[config.mk]
export PLATFORM = sky130hd
export DESIGN_NAME = icache_refill_unit
export DESIGN_NICKNAME = d
export VERILOG_FILES = /design/src/rtl/axi_pkg.sv /design/src/rtl/refill_beat_assembler.sv /design/src/rtl/icache_refill_unit.sv
export SDC_FILE = /design/constraint.sdc
export NUM_CORES = 1
export LEC_CHECK = 0
export BUFFER_PORTS_ARGS = -buffer_cell sky130_fd_sc_hd__buf_4
export CAP_MARGIN = 20
export CORE_AREA = 2 2 280 282
export CTS_CLUSTER_SIZE = 24
export DETAILED_ROUTE_END_ITERATION = 8
export DIE_AREA = 0 0 282 284
export PLACE_DENSITY = 0.54
export SKIP_CTS_REPAIR_TIMING = 1
export SLEW_MARGIN = 20
export SYNTH_ARGS = -nofsm -noshare
export SYNTH_HDL_FRONTEND = slang
export SYNTH_SLANG_ARGS = --single-unit
[constraint.sdc]
create_clock -name i_clk -period 3.6 [get_ports i_clk]
set_clock_uncertainty 0.1 [all_clocks]
set_input_delay 0.54 -clock i_clk [delete_from_list [all_inputs] [get_ports i_clk]]
set_output_delay 0.54 -clock i_clk [all_outputs]
set_load 0.01 [all_outputs]
[src/rtl/axi_pkg.sv]
// Shared AXI constants, refill FSM state encoding and the beat-count helper
// used by the I-cache refill master.
package axi_pkg;

    typedef enum logic [1:0] {
        IDLE = 2'd0,
        ADDR = 2'd1,
        DATA = 2'd2,
        DONE = 2'd3
    } t_refill_state;

    localparam logic [1:0] AXI_BURST_INCR = 2'b01;
    localparam logic [1:0] AXI_RESP_OKAY  = 2'b00;

    function automatic int calc_beats(input int block_width, input int data_width);
        return block_width / data_width;
    endfunction

endpackage

[src/rtl/refill_beat_assembler.sv]
// Collects R-channel beats into one cache block and flags any malformed burst
// (error response, early rlast, or beats past the end of the block).
module refill_beat_assembler
    import axi_pkg::*;
#(
    parameter int BLOCK_WIDTH    = 512,
    parameter int AXI_DATA_WIDTH = 64
) (
    input  logic                      clk_i,
    input  logic                      arst_i,
    input  logic                      clr_i,
    input  logic                      beat_i,
    input  logic [AXI_DATA_WIDTH-1:0] rdata_i,
    input  logic [1:0]                rresp_i,
    input  logic                      rlast_i,
    output logic [BLOCK_WIDTH-1:0]    block_o,
    output logic                      err_next_o
);

    localparam int BEATS = calc_beats(BLOCK_WIDTH, AXI_DATA_WIDTH);
    localparam int CNT_W = (BEATS > 1) ? $clog2(BEATS) : 1;
    localparam logic [CNT_W-1:0] CNT_LAST = CNT_W'(BEATS - 1);
    localparam logic [CNT_W-1:0] CNT_ONE  = CNT_W'(1);

    logic [CNT_W-1:0]       cnt_q, cnt_d;
    logic                   ovf_q, ovf_d;
    logic                   err_q, err_d;
    logic [BLOCK_WIDTH-1:0] block_q, block_d;
    logic                   at_last_s;
    logic                   beat_err_s;

    // rlast must coincide exactly with the final slot; a mismatch either way
    // is a short or long burst. Once the last slot is filled, further beats
    // are drained without touching the block.
    always_comb begin
        cnt_d      = cnt_q;
        ovf_d      = ovf_q;
        err_d      = err_q;
        block_d    = block_q;
        at_last_s  = (cnt_q == CNT_LAST);
        beat_err_s = (rresp_i != AXI_RESP_OKAY) || (rlast_i != at_last_s);
        if (clr_i) begin
            cnt_d = {CNT_W{1'b0}};
            ovf_d = 1'b0;
            err_d = 1'b0;
        end else if (beat_i) begin
            err_d = err_q | beat_err_s;
            if (!ovf_q) begin
                block_d[int'(cnt_q)*AXI_DATA_WIDTH +: AXI_DATA_WIDTH] = rdata_i;
            end else begin
                block_d = block_q;
            end
            if (at_last_s) begin
                ovf_d = 1'b1;
            end else begin
                cnt_d = cnt_q + CNT_ONE;
            end
        end else begin
            cnt_d = cnt_q;
        end
    end

    // State registers for counter, overflow, sticky error and block data.
    always_ff @(posedge clk_i) begin
        if (arst_i) begin
            cnt_q   <= {CNT_W{1'b0}};
            ovf_q   <= 1'b0;
            err_q   <= 1'b0;
            block_q <= {BLOCK_WIDTH{1'b0}};
        end else begin
            cnt_q   <= cnt_d;
            ovf_q   <= ovf_d;
            err_q   <= err_d;
            block_q <= block_d;
        end
    end

    assign block_o    = block_q;
    assign err_next_o = err_q | (beat_i & beat_err_s);

endmodule

[src/rtl/icache_refill_unit.sv]
// AXI4 read-burst master refilling one I-cache block per miss: one INCR burst
// out, beats assembled into a line, single-cycle write strobe or error pulse.
module icache_refill_unit
    import axi_pkg::*;
#(
    parameter int ADDR_WIDTH     = 64,
    parameter int BLOCK_WIDTH    = 512,
    parameter int AXI_DATA_WIDTH = 64
) (
    input  logic                      i_clk,
    input  logic                      i_arst,
    input  logic                      i_start,
    input  logic [ADDR_WIDTH-1:0]     i_addr,
    output logic                      o_busy,
    output logic                      o_arvalid,
    input  logic                      i_arready,
    output logic [ADDR_WIDTH-1:0]     o_araddr,
    output logic [7:0]                o_arlen,
    output logic [2:0]                o_arsize,
    output logic [1:0]                o_arburst,
    input  logic                      i_rvalid,
    output logic                      o_rready,
    input  logic [AXI_DATA_WIDTH-1:0] i_rdata,
    input  logic [1:0]                i_rresp,
    input  logic                      i_rlast,
    output logic                      o_instr_we,
    output logic [BLOCK_WIDTH-1:0]    o_instr_block,
    output logic                      o_error
);

    localparam int BEATS       = calc_beats(BLOCK_WIDTH, AXI_DATA_WIDTH);
    localparam int OFFSET_BITS = $clog2(BLOCK_WIDTH / 8);
    localparam logic [7:0] AR_LEN  = 8'(BEATS - 1);
    localparam logic [2:0] AR_SIZE = 3'($clog2(AXI_DATA_WIDTH / 8));
    localparam logic [ADDR_WIDTH-1:0] BLOCK_MASK =
        {{(ADDR_WIDTH-OFFSET_BITS){1'b1}}, {OFFSET_BITS{1'b0}}};

    t_refill_state         state_q;
    logic [ADDR_WIDTH-1:0] araddr_q;
    logic                  arvalid_q;
    logic                  rready_q;
    logic                  we_q;
    logic                  error_q;
    logic                  busy_q;
    logic                  beat_s;
    logic                  clr_s;
    logic                  err_next_s;

    assign beat_s = i_rvalid & rready_q;
    assign clr_s  = (state_q == DONE);

    refill_beat_assembler #(
        .BLOCK_WIDTH    (BLOCK_WIDTH),
        .AXI_DATA_WIDTH (AXI_DATA_WIDTH)
    ) u_assembler (
        .clk_i      (i_clk),
        .arst_i     (i_arst),
        .clr_i      (clr_s),
        .beat_i     (beat_s),
        .rdata_i    (i_rdata),
        .rresp_i    (i_rresp),
        .rlast_i    (i_rlast),
        .block_o    (o_instr_block),
        .err_next_o (err_next_s)
    );

    // Refill FSM; every handshake and status output is a registered flop so
    // the DONE-cycle strobe already reflects the error status of the last beat.
    always_ff @(posedge i_clk) begin
        if (i_arst) begin
            state_q   <= IDLE;
            araddr_q  <= {ADDR_WIDTH{1'b0}};
            arvalid_q <= 1'b0;
            rready_q  <= 1'b0;
            we_q      <= 1'b0;
            error_q   <= 1'b0;
            busy_q    <= 1'b0;
        end else begin
            case (state_q)
                IDLE: begin
                    we_q    <= 1'b0;
                    error_q <= 1'b0;
                    if (i_start) begin
                        araddr_q  <= i_addr & BLOCK_MASK;
                        arvalid_q <= 1'b1;
                        busy_q    <= 1'b1;
                        state_q   <= ADDR;
                    end
                end
                ADDR: begin
                    if (i_arready) begin
                        arvalid_q <= 1'b0;
                        rready_q  <= 1'b1;
                        state_q   <= DATA;
                    end
                end
                DATA: begin
                    if (beat_s && i_rlast) begin
                        rready_q <= 1'b0;
                        we_q     <= ~err_next_s;
                        error_q  <= err_next_s;
                        state_q  <= DONE;
                    end
                end
                DONE: begin
                    we_q    <= 1'b0;
                    error_q <= 1'b0;
                    busy_q  <= 1'b0;
                    state_q <= IDLE;
                end
                default: begin
                    arvalid_q <= 1'b0;
                    rready_q  <= 1'b0;
                    we_q      <= 1'b0;
                    error_q   <= 1'b0;
                    busy_q    <= 1'b0;
                    state_q   <= IDLE;
                end
            endcase
        end
    end

    assign o_busy     = busy_q;
    assign o_arvalid  = arvalid_q;
    assign o_araddr   = araddr_q;
    assign o_arlen    = AR_LEN;
    assign o_arsize   = AR_SIZE;
    assign o_arburst  = AXI_BURST_INCR;
    assign o_rready   = rready_q;
    assign o_instr_we = we_q;
    assign o_error    = error_q;

endmodule

-- After elaboration in Yosys (flattened, before gate mapping)
Cells that the tools add are included.
Widths: inputs -> output; s select.
- $add $sub $neg: 2
- eq/ne operators: 8
- shift-type cells: 2
- muxes and demuxes: 16
- bitwise logic cells: 8
- reduce and logical (&&, ||, !) cells: 19
- operators by type and width (kind ; number):
    $bwmux 512 ; 1
    $shift 64x33->512 const A ; 1
    $shiftx 64x33->512 ; 1
    $neg 9->33 ; 1
    $reduce_and 3->1 ; 4
    $pmux 1 s2 ; 5
    $reduce_and 2->1 ; 5
    $reduce_bool 2->1 ; 5
    $pmux 2 s4 ; 1
    $mux 1 ; 6
    $mux 2 ; 3
    $ne 2x2->1 const B ; 3
    $eq 2x2->1 const B ; 2
    $not 1->1 ; 4
    $reduce_or 2->1 ; 2
    $add 3x1->3 const B ; 1
    $eq 3x3->1 const B ; 1
    $and 1x1->1 ; 2
    $eq 2x1->1 const B ; 1
    $logic_not 2->1 ; 1
    $or 1x1->1 ; 2
    $logic_and 1x1->1 ; 1
    $logic_or 1x1->1 ; 1
    $ne 1x1->1 ; 1
- bits in registers: 582
- bits of input ports: 136
- output and inout bits: 594
- word-level logic and storage cells: 66

-- Logic depth before layout (Yosys ltp)
- depth in word-level cells: 8
- depth in mapped cells: 10
- depth with buffers taken out: 6

-- Modules after synthesis
A second synthesis with hierarchy kept.
- cells, all modules: 2467
- area total of the unflattened synthesis: 24444.7 µm²
- modules (own cells, without submodules) (module ; times used ; cells an instance ; area each (µm²)):
    refill_beat_assembler ; 1 ; 2148 ; 21851.0
    icache_refill_unit ; 1 ; 319 ; 2593.7

-- Worst setup path before layout
No wires, ideal clock.
- path kind: register -> register
- start: register u_assembler.cnt_q[0]
- end: register u_assembler.block_q[502], in the netlist u_assembler.block_o[502]
- data arrival time: 2.292 ns
- data required time: 3.378 ns
- slack: 1.085 ns
- cell stages (with the launch flop): 11
- buffers on the path: 4
- period minus slack after synthesis: 2.515 ns
- cells stage by stage: dfxtp_1 inv_1 ha_1 ha_1 or2_1 clkbuf_1 or4_4 buf_6 buf_6 buf_6 mux2i_1
- longest elaborated chain between the ends: 3
- elaborated cells between the ends (all ways): 4
- those cells by class: 1 x add/sub; 2 x shift; 1 x mux
- RTL lines (item ; RTL line ; source):
    start, declared ; refill_beat_assembler.sv:25 ; logic [CNT_W-1:0] cnt_q, cnt_d;
    start signal, assigned ; refill_beat_assembler.sv:66 ; cnt_q <= {CNT_W{1'b0}};
    start signal, assigned ; refill_beat_assembler.sv:71 ; cnt_q <= cnt_d;
    $neg 9->33 * ; refill_beat_assembler.sv:49 ; block_d[int'(cnt_q)*AXI_DATA_WIDTH +: AXI_DATA_WIDTH] = rdata_i;
    $shiftx 64x33->512 or $shift 64x33->512 (tied branches) ; refill_beat_assembler.sv:49 ;
    $bwmux 512 * ; refill_beat_assembler.sv:49 ;
    end signal, assigned ; refill_beat_assembler.sv:69 ; block_q <= {BLOCK_WIDTH{1'b0}};
    end signal, assigned ; refill_beat_assembler.sv:74 ; block_q <= block_d;
    end, declared ; refill_beat_assembler.sv:28 ; logic [BLOCK_WIDTH-1:0] block_q, block_d;
Mark *: on every way between the ends. The rest lies on a longest branch, timed or not.
A chain may end at the register's enable or synchronous reset.

-- Final worst setup path
- start: register u_assembler.cnt_q[0]
- end: register u_assembler.block_q[38], in the netlist u_assembler.block_o[38]
The elaborated chain is that of the path after synthesis.

==> reports/summary.md <==
The run finished with clean final reports. The root cell of the clock tree was clkbuf_16. Counting flops and latches in the post-synthesis netlist gives 582. The number of nets in the finished design was 2,965; the peak supply drop was 0.297 mV.

The site row count was 102; the horizontal die dimension was 282 um. The first-pass iteration count of the detailed router is 5, and the initial antenna violation count is 0. The total instance count after detailed placement is 3,787, and the fraction of power consumed by the clock network is 44.9%. TritonCTS created 70 clock buffers. After filler insertion, the fill cell instance count of the layout stands at 7,643. The normalized max-slew margin is 41.4%, and the global-route wire length before repair is 115,000 um. The smallest clock period supported by the final layout is computed as 2.77 ns.

Number of hold violations in the final report: 0. The final max-slew violation count came out at 0. After synthesis, the cell types taking the most area are dfxtp_1, mux2i_1, nand2b_1. Once layout is done, the placed cells without fillers occupy 31,400 sq um.

The count of vias placed by the detailed router is 17,500, and the fraction of power spent switching nets is 26.0%. After layout, the worst path uses 77.0% of the clock period. For the post-detailed-route DRC marker count, the log shows 0. The routed design has 78,600 um of wire. Across every metal layer, demand over resource in global routing totals 18.8%.

Share of post-route cells with drive strength above 1: 29.8%. The deepest clock path buffer count is 3, and the pin slew with the least headroom to its limit is 0.879 ns. Internal power comes to 11.8 mW. The biggest area contributor in the post-synthesis netlist is dfxtp_1. The endpoint identified for the worst register-to-register timing path is u_assembler.block_o[38].

The worst register-to-register path has a setup slack of 0.83 ns. Combinational logic is responsible for 12.1% of the overall power. Highest achievable clock rate: 361 MHz. The final antenna diode count was 0; the synthesized area divided by synthesized cell count was 10.5 sq um.

The worst hold margin is 0.0856 ns. The run gives 0 as the number of maximum-capacitance constraint violations. For the count of final setup violators, the log shows 0. The net switching power of the design was 4.13 mW; the number of buffer cells added on primary ports was 704.

The startpoint identified for the worst hold timing path is i_addr[62]. Among all flip-flop cells after synthesis, the most frequent one is dfxtp_1. The per-cell routed wire length is 20.1 um. Routability-driven placement finished with a final weighted congestion of 0.853.

The synthesized design contains 0 enable-type register cells. In this run the count of I/O pins placed on the die edge is 730. Category of the worst setup path capture point: a flip-flop. The clock transition at the registers of the reported paths is 0.06 ns, and the number of cells traversed by the worst hold path is 3. The count of placed standard cells in the final layout, fillers left out is 3,913, and the post-layout worst setup margin is 0.827 ns. The worst setup path is of the flip-flop to flip-flop kind. The power density normalized to cell area is 507 nW/um^2. The path class of the tightest hold or removal check is input pin to flip-flop. The tools report the post-synthesis instance area as 22,800 sq um. Setup total negative slack: 0 ns.

The via count of the first global-routing pass was 18,000; the biggest fanout along the worst timing path was 33. The logs give 0 for the total of warnings raised by yosys and 0 for the overall overflow remaining after global route. For the worst flop-to-flop path, the logic depth is 7.

The tools report the number of DRC violations after detailed-routing iteration 0 as 637. The logs give 15.6 nW for the leakage power and 2,168 for the synthesized instance count. TritonCTS built the clock tree. After synthesis, the largest area contributor takes up 51.1% of total cell area. At the worst endpoint, the required time is 3.94 ns. In this run the number of H-tree levels came out at 3.

For this run, asynchronously set or reset flops after synthesis account for 0%. The area growth from synthesis to final layout works out to 37.5%. The initial utilization of the core area, before any placement, comes to 29.6%. The die covers 80,100 sq um. The launch instance of the worst register-to-register path is u_assembler.cnt_q[0].

The clock net in this run drives a total of 582 sinks. Entering global routing, the biggest net connects 111 pins. The average via count per standard cell is 4.46, and the insertion delay of the later-clocked pin in the worst-skew pair is 0.60 ns. Setup repair after global routing left no endpoint under its margin. The run gives 0.828 ns as the post-place setup slack. The number of routed nets with antenna violations was 0.

The worst setup path is launched from a flip-flop. Of the synthesized area, sequential elements account for 51.1%. The data arrival time of the critical path is 3.11 ns, and the placement-stage cell area is 29,000 sq um.

The path with the worst hold slack has its endpoint at o_araddr[62]. The region available for standard cell placement spans 77,000 sq um. The die outline height is 284 um. The count of cell types in the netlist was 44.

Of the total power, registers draw 43.0%. The sum of net half-perimeters after detailed placement is 55,000 um.
cells in the final DEF, fill, tap and decap left out, types with 5 or more instances in the layout:
cell type,instances
a21oi_1,66
buf_12,11
buf_4,722
clkbuf_1,14
clkbuf_16,71
clkbuf_8,15
clkinv_2,14
conb_1,19
dfxtp_1,582
ha_1,10
inv_1,8
mux2i_1,511
nand2_1,183
nand2b_1,571
nand3_1,5
nand4_1,7
nor3_1,5
worst max-delay path by stage:
stage	start	to	slack, ns	cells past startpoint
CTS	u_assembler.cnt_q[0]	u_assembler.block_o[51]	0.84	7
global placement	u_assembler.cnt_q[0]	u_assembler.block_o[39]	0.83	7
finish	u_assembler.cnt_q[0]	u_assembler.block_o[38]	0.83	7
detailed placement	u_assembler.cnt_q[0]	u_assembler.block_o[36]	0.83	7
floorplan	u_assembler.cnt_q[0]	u_assembler.block_o[502]	1.09	10
global route	u_assembler.cnt_q[0]	u_assembler.block_o[43]	0.70	7
logic make-up after synthesis:
logic type / after synthesis / share of synthesized area (%)
AOI/OAI and AO/OA: 83 / 2.00
xor gates and xnor gates: 2 / 0.0768
adders and majority gates: 10 / 0.549
buffers and inverters: 180 / 3.81
DFF: 582 / 51.1
muxes: 511 / 22.4
other: 2 / 0.0329
and+or+nand+nor: 798 / 20.0
per-layer routing:
| metal | share of wire (%) | routed length, um | track usage, % | vias to the layer above |
|---|---|---|---|---|
| met5 | 0 | 0 | 0 | - |
| met4 | 3.3 | 2570 | 7.26 | 0 |
| met3 | 8.4 | 6580 | 6.66 | 120 |
| met2 | 50 | 39200 | 33.1 | 502 |
| met1 | 39 | 30300 | 20.6 | 8417 |
| li1 | - | - | - | 8427 |
through the flow:
step	power [mW]	util (%)
floorplan	8.06	-
global placement	8.88	37.7
detailed placement	8.92	37.7
CTS	16.2	40.8
global route	16.6	40.8
finish	15.9	40.8
final cells by class:
type	count	area (sq um)	share of cell area, %
timing repair buffer	734	5660	18.0
sequential	582	11700	37.2
inverter	8	30.0	0.0958
tap	1040	1300	4.15
clock buffer	100	2040	6.49
multi-input combinational	1423	10400	33.1
clock inverter	26	317	1.01
worst max-delay path: stages (launching register included):
cell,delay [ns]
dfxtp_1,0.33
inv_1,0.13
ha_1,0.26
ha_1,0.33
or2_1,0.34
or4_4,0.55
buf_4,0.35
mux2i_1,0.20
sequential cells by signal, summed over array words and instances, names as in the netlist, 2 cells and up:
name                 cells
state_q                  2
u_assembler.block_o    512
u_assembler.cnt_q        3
o_araddr                58
synthesized netlist by cell type (2+ instances only):
cell type  number
a211oi_1        2
a21oi_1        66
and2_1          2
buf_2          44
buf_4          19
buf_6           9
clkbuf_1       99
conb_1          2
dfxtp_1       582
ha_1           10
inv_1           8
mux2i_1       511
nand2_1       183
nand2b_1      571
nand3_1         5
nand4_1         7
nand4b_1        3
nor2_1          3
nor2b_1         4
nor3_1          5
nor4b_1         2
o21ai_0         3
o21bai_1        2
o31ai_1         4
or2_2           2
or4_1           2
power groups by stage:
stage / Sequential (mW) / Clock [mW] / Combinational [mW]
global placement: 6.97 / 0 / 1.90
detailed placement: 6.98 / 0 / 1.94
finish: 6.84 / 7.15 / 1.92
global route: 6.87 / 7.64 / 2.07
CTS: 6.84 / 7.37 / 1.94
floorplan: 7.07 / 0 / 0.991
Note: power is estimated with default switching activity, not from simulation.
